`src/rtl/alarm_sched.sv`:
```
// ---------------------------------------------------------------------------
// alarm_sched
//   Four-slot alarm scheduler. Holds four BCD HH:MM:SS alarm times and
//   compares them with the running time on every sec_tick. Matching slots
//   are queued in a pending mask. A single bell is handed to the lowest
//   pending slot. A ring ends on dismiss, on snooze or on timeout.
//
//   Optional feature macro: ALARM_SNOOZE_EN
//     defined     : SNOOZE state is built. The snooze button defers the
//                   ring by SNOOZE_SECS ticks.
//     not defined : a snooze pulse while ringing acts exactly like dismiss.
//
// Parameters
//   RING_SECS    sec_ticks a ring lasts before auto-dismiss (1..511)
//   SNOOZE_SECS  sec_ticks of one snooze interval (1..511)
//
// Ports
//   i_clk          system clock, rising edge
//   i_rst_n        asynchronous active-low reset
//   i_cnt          current time, BCD {H1,H0,M1,M0,S1,S0}
//   i_sec_tick     one-cycle pulse per second
//   i_wr_en        slot table write strobe
//   i_wr_slot      slot index to write
//   i_wr_time      BCD alarm time for the slot
//   i_wr_slot_en   enable bit written with the slot
//   i_snooze       one-cycle snooze button pulse
//   i_dismiss      one-cycle dismiss button pulse
//   o_ring         bell drive, high while ringing
//   o_led          blink pattern while ringing, 00 otherwise
//   o_active_slot  slot owning the bell (RING or SNOOZE)
//   o_pending      slots matched but not yet serviced
//
// FSM states
//   state  | meaning
//   IDLE   | bell free, services the lowest pending slot
//   RING   | bell on for o_active_slot, counting ring seconds
//   SNOOZE | bell off, counting snooze seconds before re-ringing
// ---------------------------------------------------------------------------
module alarm_sched #(
    parameter int RING_SECS   = 60,
    parameter int SNOOZE_SECS = 300
) (
    input  logic        i_clk,
    input  logic        i_rst_n,
    input  logic [23:0] i_cnt,
    input  logic        i_sec_tick,
    input  logic        i_wr_en,
    input  logic [1:0]  i_wr_slot,
    input  logic [23:0] i_wr_time,
    input  logic        i_wr_slot_en,
    input  logic        i_snooze,
    input  logic        i_dismiss,
    output logic        o_ring,
    output logic [1:0]  o_led,
    output logic [1:0]  o_active_slot,
    output logic [3:0]  o_pending
);

`ifdef ALARM_SNOOZE_EN
    typedef enum logic [1:0] {
        ST_IDLE   = 2'd0,
        ST_RING   = 2'd1,
        ST_SNOOZE = 2'd2
    } state_t;

    localparam logic [8:0] SNOOZE_LIM = 9'(SNOOZE_SECS);
`else
    typedef enum logic [1:0] {
        ST_IDLE = 2'd0,
        ST_RING = 2'd1
    } state_t;
`endif

    localparam logic [8:0] RING_LIM = 9'(RING_SECS);

    // slot table
    logic [23:0] r_time [4];
    logic [3:0]  r_en;

    // sequencer state
    state_t      r_state;
    logic [8:0]  r_cnt;
    logic [1:0]  r_led;
    logic [1:0]  r_active;
    logic [3:0]  r_pending;

    // combinational
    state_t      w_state_nxt;
    logic [8:0]  w_cnt_nxt;
    logic [8:0]  w_cnt_inc;
    logic [1:0]  w_led_nxt;
    logic [1:0]  w_active_nxt;
    logic [3:0]  w_match;
    logic [3:0]  w_match_eff;
    logic [3:0]  w_pend_all;
    logic [3:0]  w_svc_clr;
    logic [3:0]  w_wr_clr;
    logic [3:0]  w_pending_nxt;
    logic [1:0]  w_lowest;

    // -----------------------------------------------------------------------
    // Slot table. The compare below reads the pre-write contents, so a write
    // landing on the same edge as a matching tick does not affect that tick.
    // -----------------------------------------------------------------------
    always_ff @(posedge i_clk or negedge i_rst_n) begin
        if (!i_rst_n) begin
            for (int i = 0; i < 4; i++) begin
                r_time[i] <= '0;
            end
            r_en <= '0;
        end else if (i_wr_en) begin
            r_time[i_wr_slot] <= i_wr_time;
            r_en[i_wr_slot]   <= i_wr_slot_en;
        end
    end

    always_comb begin
        w_match = '0;
        for (int i = 0; i < 4; i++) begin
            w_match[i] = i_sec_tick && r_en[i] && (r_time[i] == i_cnt);
        end
    end

    // A slot that already owns the bell must not queue itself again.
    always_comb begin
        w_match_eff = w_match;
        if (r_state != ST_IDLE) begin
            w_match_eff = w_match & ~(4'b0001 << r_active);
        end
    end

    assign w_pend_all = r_pending | w_match_eff;
    assign w_wr_clr   = (i_wr_en && !i_wr_slot_en) ? (4'b0001 << i_wr_slot) : 4'b0000;
    assign w_cnt_inc  = r_cnt + 9'd1;

    always_comb begin
        w_lowest = 2'd0;
        if (w_pend_all[0]) begin
            w_lowest = 2'd0;
        end else if (w_pend_all[1]) begin
            w_lowest = 2'd1;
        end else if (w_pend_all[2]) begin
            w_lowest = 2'd2;
        end else begin
            w_lowest = 2'd3;
        end
    end

    // -----------------------------------------------------------------------
    // Sequencer
    // -----------------------------------------------------------------------
    always_ff @(posedge i_clk or negedge i_rst_n) begin
        if (!i_rst_n) begin
            r_state   <= ST_IDLE;
            r_cnt     <= '0;
            r_led     <= 2'b00;
            r_active  <= 2'd0;
            r_pending <= '0;
        end else begin
            r_state   <= w_state_nxt;
            r_cnt     <= w_cnt_nxt;
            r_led     <= w_led_nxt;
            r_active  <= w_active_nxt;
            r_pending <= w_pending_nxt;
        end
    end

    always_comb begin
        w_state_nxt  = r_state;
        w_cnt_nxt    = r_cnt;
        w_led_nxt    = r_led;
        w_active_nxt = r_active;
        w_svc_clr    = '0;

        case (r_state)
            ST_IDLE: begin
                w_led_nxt = 2'b00;
                if (|w_pend_all) begin
                    w_state_nxt  = ST_RING;
                    w_active_nxt = w_lowest;
                    w_svc_clr    = 4'b0001 << w_lowest;
                    w_cnt_nxt    = '0;
                    w_led_nxt    = 2'b01;
                end
            end

            ST_RING: begin
                // dismiss has priority over snooze
                if (i_dismiss) begin
                    w_state_nxt = ST_IDLE;
                    w_led_nxt   = 2'b00;
                end else if (i_snooze) begin
`ifdef ALARM_SNOOZE_EN
                    w_state_nxt = ST_SNOOZE;
                    w_cnt_nxt   = '0;
`else
                    w_state_nxt = ST_IDLE;
`endif
                    w_led_nxt   = 2'b00;
                end else if (i_sec_tick) begin
                    if (w_cnt_inc == RING_LIM) begin
                        w_state_nxt = ST_IDLE;
                        w_cnt_nxt   = '0;
                        w_led_nxt   = 2'b00;
                    end else begin
                        w_cnt_nxt = w_cnt_inc;
                        w_led_nxt = ~r_led;
                    end
                end
            end

`ifdef ALARM_SNOOZE_EN
            ST_SNOOZE: begin
                w_led_nxt = 2'b00;
                if (i_dismiss) begin
                    w_state_nxt = ST_IDLE;
                end else if (i_sec_tick) begin
                    if (w_cnt_inc == SNOOZE_LIM) begin
                        w_state_nxt = ST_RING;
                        w_cnt_nxt   = '0;
                        w_led_nxt   = 2'b01;
                    end else begin
                        w_cnt_nxt = w_cnt_inc;
                    end
                end
            end
`endif

            default: begin
                w_state_nxt = ST_IDLE;
                w_cnt_nxt   = '0;
                w_led_nxt   = 2'b00;
            end
        endcase
    end

    // Disabling a slot also withdraws any queued request from it.
    assign w_pending_nxt = w_pend_all & ~w_svc_clr & ~w_wr_clr;

    assign o_ring        = (r_state == ST_RING);
    assign o_led         = r_led;
    assign o_active_slot = r_active;
    assign o_pending     = r_pending;

endmodule

```
`config.mk`:
```
export PLATFORM = sky130hd
export DESIGN_NAME = alarm_sched
export DESIGN_NICKNAME = d
export VERILOG_FILES = /design/src/rtl/alarm_sched.sv
export SDC_FILE = /design/constraint.sdc
export NUM_CORES = 1
export LEC_CHECK = 0
export CAP_MARGIN = 10
export CORE_UTILIZATION = 24
export CTS_BUF_LIST = sky130_fd_sc_hd__clkbuf_16
export DETAILED_ROUTE_END_ITERATION = 8
export GPL_ROUTABILITY_DRIVEN = 0
export GPL_TIMING_DRIVEN = 0
export PLACE_DENSITY = 0.46
export SLEW_MARGIN = 40
export SYNTH_ARGS = -nofsm -noshare
export SYNTH_HDL_FRONTEND = slang
export SYNTH_SLANG_ARGS = --single-unit
```
`constraint.sdc`:
```
create_clock -name i_clk -period 2.31 [get_ports i_clk]
set_clock_uncertainty 0.05 [all_clocks]
set_input_delay 0.3465 -clock i_clk [delete_from_list [all_inputs] [get_ports i_clk]]
set_output_delay 0.3465 -clock i_clk [all_outputs]
set_load 0.01 [all_outputs]
```
==> flow_summary.toml, run 1 <==
[synth]
yosysUniqueCellTypes = 40
synth_area_mm2 = 0.00576
synth_ff_type = "dfrtp_1"
ys_seq_area_share_pct = 51.2
synthesis.nets = 515
synth-edff-count = 0
postSynthCellCount = 457
ys_async_sr_fraction_pct = 100
yosysWarnings = 0
avgSynthCellArea_um2 = 12.6
synth_seq_cells = 118

[clock_network]
clock_latency_ns = 0.42
clock_sinks = 118
h-tree-depth = 4
clockBufferDepth = 2
cts_tree = "built"
cts_root_buf = "clkbuf_16"
clk_pin_slew_ns = 0.06
cts_buffers = 17

[finish]
fill_cells = 2388
diodes = 0
drive_gt1_share_pct = 30.9
nets = 602
fin_cells = 876
mostFrequentLayoutCell = "dfrtp_1"
layout_common_cells = "dfrtp_1 (118), mux2_2 (100), xnor2_1 (52), clkdlybuf4s50_1 (47), xor2_1 (35)"
syn_to_final_growth_pct = 33.1

[outcome]
outcome = "completed"

[critical_path]
criticalPathCategory = "in -> reg"
cp.depth = 7
path_buf_inv = 1
reg2reg_from = "r_state[0]"
required_ns = 2.57
cp.arrival_ns = 2.46
path_max_fanout = 6
cp-end-kind = "flip-flop"
cp_cell_sequence = "clkdlybuf4s50_1, xor2_1, nor4_1, a41o_2, nor4_4, nor2_4, o2bb2a_2"
r2r_cells = 6
critPathLaunch = "i_cnt[5]"
crit_slowest_cell = "clkdlybuf4s50_1"
r2r_end = "o_pending[2]"
critPathCapture = "o_active_slot[1]"
r2r_slack_ns = 0.12
cp_top_family = "simple AND/OR/NAND/NOR gates"
start_kind = "primary input"
cpPeakStageDelay_ns = 0.62

[global_route]
grt_first_pass_wirelength_mm = 24.7
grt_antenna_before_repair = 0
track_usage_pct = 14.1
grt_pass1_vias = 4170
grt-ovfl-total = 0
grt_max_degree = 73

[timing]
fmax_mhz = 453
tightest_slew_ns = 0.703
setup_violations = 0
finalCriticalPeriod_ns = 2.21
post-route-period-util_pct = 95.5
maxSlewHeadroom_pct = 53.1
final_max_slew_viol_count = 0
hold_violations = 0

[floorplanning]
core_area_mm2 = 0.0235
row_count = 56
die_y_um = 157
start_util_pct = 24.5
die_area_mm2 = 0.0246
ioPinCount = 66
die_x_um = 157

[power_and_ir_drop]
total_power_w = 0.00664
power_density_mw_per_mm2 = 865
peakVddDrop_uv = 375
power.leakage_nw = 3.21

[drt]
vias = 3944
drc = 0
vias_per_cell = 4.50
ant_nets = 0
drt_first_pass_iters = 4
drt_iter0_drc = 218
drt-total-wl_mm = 16.3
wl_per_cell_um = 18.6

[place]
portBuffers = 62
dp.cells = 840
hpwl_mm = 12.1

[run]
drv_cap = 0

[worst_hold_path]
hp-class = "in -> async"
[cells by family after synthesis]
family / after synthesis / share of synthesized area (%)
buf+inv: 18 / 1.26
compound gates: 37 / 4.50
mux: 101 / 19.7
flops: 118 / 51.2
simple gates: 83 / 8.01
fa+ha+maj: 1 / 0.217
xor+xnor: 99 / 15.0
[flip-flops by register name, indices dropped and copies added (netlist names)]
register       flops
r_en               4
r_time            96
r_cnt              9
o_active_slot      2
o_led              2
o_pending          4
r_state            1
[worst min path at each step]
stage | from | to | cells past startpoint
after floorplan | i_rst_n | o_active_slot[0] | 0
after global placement | r_en[3] | r_en[3] | 1
after detailed placement | i_rst_n | r_cnt[4] | 1
after CTS | i_sec_tick | o_led[1] | 3
after global routing | i_rst_n | r_cnt[3] | 2
final | i_rst_n | r_cnt[3] | 2
[cell usage after synthesis, drive strengths merged (3+ instances only)]
library cell | count | area share [%]
dfrtp | 118 | 51
mux2 | 100 | 20
xnor2 | 62 | 9.4
xor2 | 37 | 5.6
nand4 | 16 | 1.7
nand2 | 13 | 0.85
nand3 | 12 | 1.0
nor2 | 12 | 0.83
nor4 | 12 | 1.6
o21ai | 12 | 1.0
clkbuf | 11 | 0.76
a21oi | 6 | 0.52
inv | 5 | 0.33
nor3 | 5 | 0.43
a41o | 4 | 0.69
nand3b | 3 | 0.39
o22a | 3 | 0.46
[final cells by class]
type / count / area (um2) / share of cell area, %
Multi-Input combinational cell: 321 / 2880 / 37.6
Buffer: 13 / 57.6 / 0.750
Clock inverter: 15 / 211 / 2.76
Tap cell: 319 / 399 / 5.20
Clock buffer: 17 / 425 / 5.55
Inverter: 5 / 18.8 / 0.245
Timing Repair Buffer: 68 / 724 / 9.45
Sequential cell: 118 / 2950 / 38.5
[where the power goes]
| part | switching (W) | leakage, nW | total [W] | internal (W) |
|---|---|---|---|---|
| clock | 0.000997 | 0.319 | 0.00290 | 0.00190 |
| sequential | 0.000233 | 1.42 | 0.00264 | 0.00240 |
| combinational | 0.000485 | 1.46 | 0.00110 | 0.000617 |
[repair_timing]
| item | 4_1_cts | 5_1_grt |
|---|---|---|
| setup buffers | 3 | 0 |
| endpoints found under the setup margin | 11 | 14 |
| hold buffers | 1 | 0 |
| gates resized for setup | 9 | 27 |
| endpoints found under the hold margin | 46 | 0 |
| pin swaps | 4 | 3 |
[routing by layer]
metal  GRT usage (%)  part of all wire (%)  wire (um)
met2            22.9                    48       7820
met5               0                     0          0
met1            18.3                    46       7550
met4            5.56                   1.5        238
met3            2.97                   4.0        647
[metrics by stage]
step	area [um2]	hold WS, ns	utilization, %	setup TNS [ns]	setup WS [ns]
floorplan	5760	0.000909	-	0	0.281
global placement	6780	0.444	28.8	-498.17	-3.86
detailed placement	6830	0.233	29.0	-19.10	-0.674
CTS	7550	0.362	32.1	0	0.00249
global route	7670	0.391	32.6	-0.0299	-0.0212
finish	7670	0.364	32.6	0	0.103
[worst register-to-register path, delay by kind of cell (launching register included)]
kind | cells | cell delay (ns)
AND/OR/NAND/NOR | 1 | 0.29
buffers and inverters | 2 | 0.31
flip-flops | 1 | 0.49
AO/OA/AOI/OAI | 3 | 0.94
(Power assumes the default switching activity.)
==> run 2, diff against run 1 <==
CORE_ASPECT_RATIO = 0.8   (was not set)
==> flow_summary.toml, run 2 (synthesis gave the netlist of run 1 again) <==
[finish]
layout_common_cells = "dfrtp_1 (117), mux2_2 (100), xnor2_1 (51), clkdlybuf4s50_1 (40), xor2_1 (34)"
biggestRegsByFlops = "r_time x96, r_cnt x9"
fill_cells = 2380
top_register = "r_time"
multi_input_area_mm2 = 0.00291
fin_cells = 870
drive_gt1_share_pct = 31.4
utilization_pct = 32.8
diodes = 0
largest_reg_flops = 96
mostFrequentLayoutCell = "dfrtp_1"
register_area_mm2 = 0.00295
nets = 603
syn_to_final_growth_pct = 33.4
fin_area_mm2 = 0.00768

[place]
placed_area_mm2 = 0.00682
dp.cells = 833
portBuffers = 62
hpwl_mm = 12.5

[outcome]
outcome = "completed"

[timing]
finalCriticalPeriod_ns = 2.22
fmax_mhz = 451
final_max_slew_viol_count = 0
tightest_slew_ns = 0.824
rsz0062_at_grt = "no"
maxSlewHeadroom_pct = 45.0
post-route-period-util_pct = 96.0
setup_violations = 0
hold_ws_ns = 0.394
hold_violations = 0

[floorplanning]
die_x_um = 175
die_area_mm2 = 0.0246
start_util_pct = 24.6
die_y_um = 141
ioPinCount = 66
row_count = 50
core_area_mm2 = 0.0235

[power_and_ir_drop]
power.leakage_nw = 3.26
peakVddDrop_uv = 351
power_density_mw_per_mm2 = 839
total_power_w = 0.00645

[clock_network]
clock_latency_ns = 0.42
clk_pin_slew_ns = 0.05
cts_root_buf = "clkbuf_16"
h-tree-depth = 4
clockBufferDepth = 2
clock_sinks = 118
cts_tree = "built"
cts_buffers = 17

[critical_path]
crit_slowest_cell = "clkdlybuf4s50_1"
cp.arrival_ns = 2.47
r2r_end = "r_cnt[6]"
cp-end-kind = "flip-flop"
criticalPathCategory = "in -> reg"
start_kind = "primary input"
r2r_slack_ns = 0.10
reg2reg_from = "r_time[77]"
critPathLaunch = "i_cnt[21]"
cp_cell_sequence = "clkdlybuf4s50_1, xor2_1, nor4_1, a41o_2, nor4_4, buf_4, nor2_4, o2bb2a_2"
required_ns = 2.57
cpPeakStageDelay_ns = 0.60
path_max_fanout = 6
r2r_cells = 9

[worst_hold_path]
hp-class = "in -> reg"
hold_end = "o_led[1]"
hold_start = "i_sec_tick"
hold_depth = 3

[global_route]
track_usage_pct = 14.3
grt-ovfl-total = 0
grt_antenna_before_repair = 0
grt_first_pass_wirelength_mm = 25.6
grt_pass1_vias = 4185
grt_max_degree = 63

[drt]
drc = 0
vias = 3870
wl_per_cell_um = 19.1
vias_per_cell = 4.45
drt-total-wl_mm = 16.6
drt_iter0_drc = 142
ant_nets = 0
drt_first_pass_iters = 5

[run]
drv_cap = 0
## run 2: worst max path at each step
stage / end / slack (ns) / cells past startpoint
floorplan: o_active_slot[1] / 0.28 / 6
global placement: r_time[55] / -3.97 / 1
detailed placement: o_active_slot[1] / -0.71 / 7
CTS: r_cnt[6] / 0.004 / 9
global route: r_cnt[6] / 0.02 / 9
finish: o_active_slot[1] / 0.09 / 8
## run 2: cell type report
| class | instances | area share (%) |
|---|---|---|
| Tap cell | 312 | 5.08 |
| Multi-Input combinational cell | 321 | 37.8 |
| Inverter | 5 | 0.244 |
| Clock inverter | 15 | 2.21 |
| Buffer | 13 | 0.749 |
| Timing Repair Buffer | 69 | 9.92 |
| Clock buffer | 17 | 5.54 |
| Sequential cell | 118 | 38.4 |
## run 2: critical path: cells and delay by family
kind / cells / cell delay, ns
XOR/XNOR: 1 / 0.33
AND/OR/NAND/NOR: 3 / 0.43
AO/OA/AOI/OAI: 2 / 0.59
buffers and inverters: 2 / 0.78
## run 2: timing repair
action,CTS,global route
hold buffers,1,0
gates resized for setup,13,38
setup endpoints to repair,13,15
setup buffers,1,3
pin swaps,3,8
hold endpoints to repair,56,0
## run 2: metal layers
layer | vias to the layer above | share of wire [%] | track usage, %
met2 | 73 | 44 | 21.2
li1 | 1811 | - | -
met1 | 1973 | 51 | 20.8
met5 | - | 0 | 0
met3 | 13 | 4.0 | 3.18
met4 | 0 | 1.1 | 3.84
## run 2: report_power, final
part | leakage (nW) | internal, W | switching (W)
sequential | 1.42 | 0.00240 | 0.000234
combinational | 1.54 | 0.000621 | 0.000493
clock | 0.302 | 0.00177 | 0.000929
total | 3.26 | 0.00479 | 0.00166
## run 2: stage by stage
| step | setup TNS [ns] | worst slack [ns] |
|---|---|---|
| after floorplan | 0 | 0.281 |
| after global placement | -518.17 | -3.97 |
| after detailed placement | -29.99 | -0.709 |
| after CTS | 0 | 0.00427 |
| after global routing | 0 | 0.0178 |
| final | 0 | 0.0913 |
==> run 3, diff against run 2 <==
PLACE_DENSITY = 0.47   (was 0.46)
clock period = 1.9 ns   (was 2.31 ns; I/O delays follow)
==> flow_summary.toml, run 3 (synthesis gave the netlist of run 1 again) <==
[worst_hold_path]
hp-class = "in -> async"

[finish]
multi_input_area_mm2 = 0.00296
fin_cells = 890
drive_gt1_share_pct = 35.1
mostFrequentLayoutCell = "dfrtp_1"
layout_common_cells = "dfrtp_1 (115), mux2_2 (100), xnor2_1 (53), clkdlybuf4s50_1 (43), xor2_1 (30)"
syn_to_final_growth_pct = 35.7
top_register = "r_time"
biggestRegsByFlops = "r_time x96, r_cnt x9"
largest_reg_flops = 96
diodes = 0
nets = 623
register_area_mm2 = 0.00296
fill_cells = 2359
fin_area_mm2 = 0.00782

[critical_path]
required_ns = 2.14
cp-end-kind = "flip-flop"
criticalPathCategory = "reg -> reg"
start_kind = "flip-flop"
path_max_fanout = 6
cp.arrival_ns = 2.39

[timing]
hold_violations = 0
fmax_mhz = 465
tightest_slew_ns = 0.614
hold_ws_ns = 0.321
fin_tns_setup_ns = -2.89
setup_violations = 16
setup_ws_ns = -0.248
rsz0062_at_grt = "yes"
maxSlewHeadroom_pct = 58.5
final_max_slew_viol_count = 0
post-route-period-util_pct = 113
finalCriticalPeriod_ns = 2.15

[drt]
vias = 3949
drt_first_pass_iters = 4
drt_iter0_drc = 235
vias_per_cell = 4.44
drc = 0
wl_met2_mm = 7.37
wl_met1_mm = 8.26
wl_per_cell_um = 18.5
drt-total-wl_mm = 16.5
top_layer = "met4"
ant_nets = 0
wl_met3_um = 681

[global_route]
track_usage_pct = 13.9
grt_first_pass_wirelength_mm = 25.0
grt-ovfl-total = 0
grt_pass1_vias = 4266
grt_max_degree = 67
grt_antenna_before_repair = 0

[clock_network]
cts_root_buf = "clkbuf_16"
cts_tree = "built"
h-tree-depth = 4
cts_buffers = 17
clock_sinks = 118
clk_pin_slew_ns = 0.06
clock_latency_ns = 0.41
clockBufferDepth = 2

[floorplanning]
die_y_um = 141
row_count = 50
die_x_um = 175
ioPinCount = 66
core_area_mm2 = 0.0235
start_util_pct = 24.6
die_area_mm2 = 0.0246

[run]
drv_cap = 0

[power_and_ir_drop]
power.leakage_nw = 3.19
peakVddDrop_uv = 480
power_density_mw_per_mm2 = 1010
total_power_w = 0.00786

[place]
hpwl_mm = 12.4
portBuffers = 62
dp.cells = 833
placed_area_mm2 = 0.00682

[outcome]
outcome = "finished, violations left"
violations = "negative setup slack"
run 3: changes by cell type in the layout (fill, tap and decap cells not counted), sizes merged:
cell / delta
buf: +20
clkinv: +2
dlygate4sd2: +15
dlymetal6s2s: -18
clkdlybuf4s50: +3
inv: -2
run 3: area by class of cell:
| class | instances | area share [%] |
|---|---|---|
| sequential | 118 | 37.8 |
| buffer | 13 | 0.784 |
| tap | 312 | 4.99 |
| multi-input combinational | 321 | 37.8 |
| clock inverter | 15 | 2.15 |
| inverter | 5 | 0.272 |
| clock buffer | 17 | 5.44 |
| timing repair buffer | 89 | 10.7 |
run 3: what timing repair did:
item / CTS / global route
hold buffers: 1 / 0
pin swaps: 18 / 6
endpoints found under the hold margin: 52 / 0
gates resized for setup: 52 / 16
setup buffers: 7 / 18
endpoints found under the setup margin: 85 / 55
run 3: path summary, 6_finish.rpt:
check,start,endpoint,slack (ns),cells after the start
setup / recovery,r_time[78],r_cnt[0],-0.25,7
hold / removal,i_rst_n,r_cnt[6],0.32,2
setup reg to reg,r_time[78],r_cnt[0],-0.25,7
hold reg to reg,r_en[1],r_en[1],0.46,1
max in group asynchronous,i_rst_n,r_time[3],0.79,3
min in group i_clk,i_sec_tick,o_led[1],0.32,3
run 3: layer usage:
metal | vias up | global-route usage [%]
met5 | - | 0
met4 | 0 | 3.98
met3 | 12 | 4.23
met2 | 69 | 20.9
met1 | 2021 | 19.3
li1 | 1847 | -
run 3: stage by stage:
stage / utilization [%] / setup slack (ns)
floorplan: - / 0.0459
global placement: 28.9 / -4.66
detailed placement: 29.1 / -1.00
CTS: 32.5 / -0.214
global route: 33.3 / -0.320
finish: 33.3 / -0.248
run 3: power by group:
part | switching, W | internal, W
Clock | 0.00111 | 0.00215
Sequential | 0.000283 | 0.00292
Combinational | 0.000630 | 0.000762
run 3: worst max-delay path: stages (launching register included):
cell and delay, ns:
dfrtp_1 0.40, xor2_2 0.19, nor4_2 0.51, a41o_1 0.35
nor4_4 0.08, buf_4 0.15, nor2_4 0.19, o22ai_1 0.10
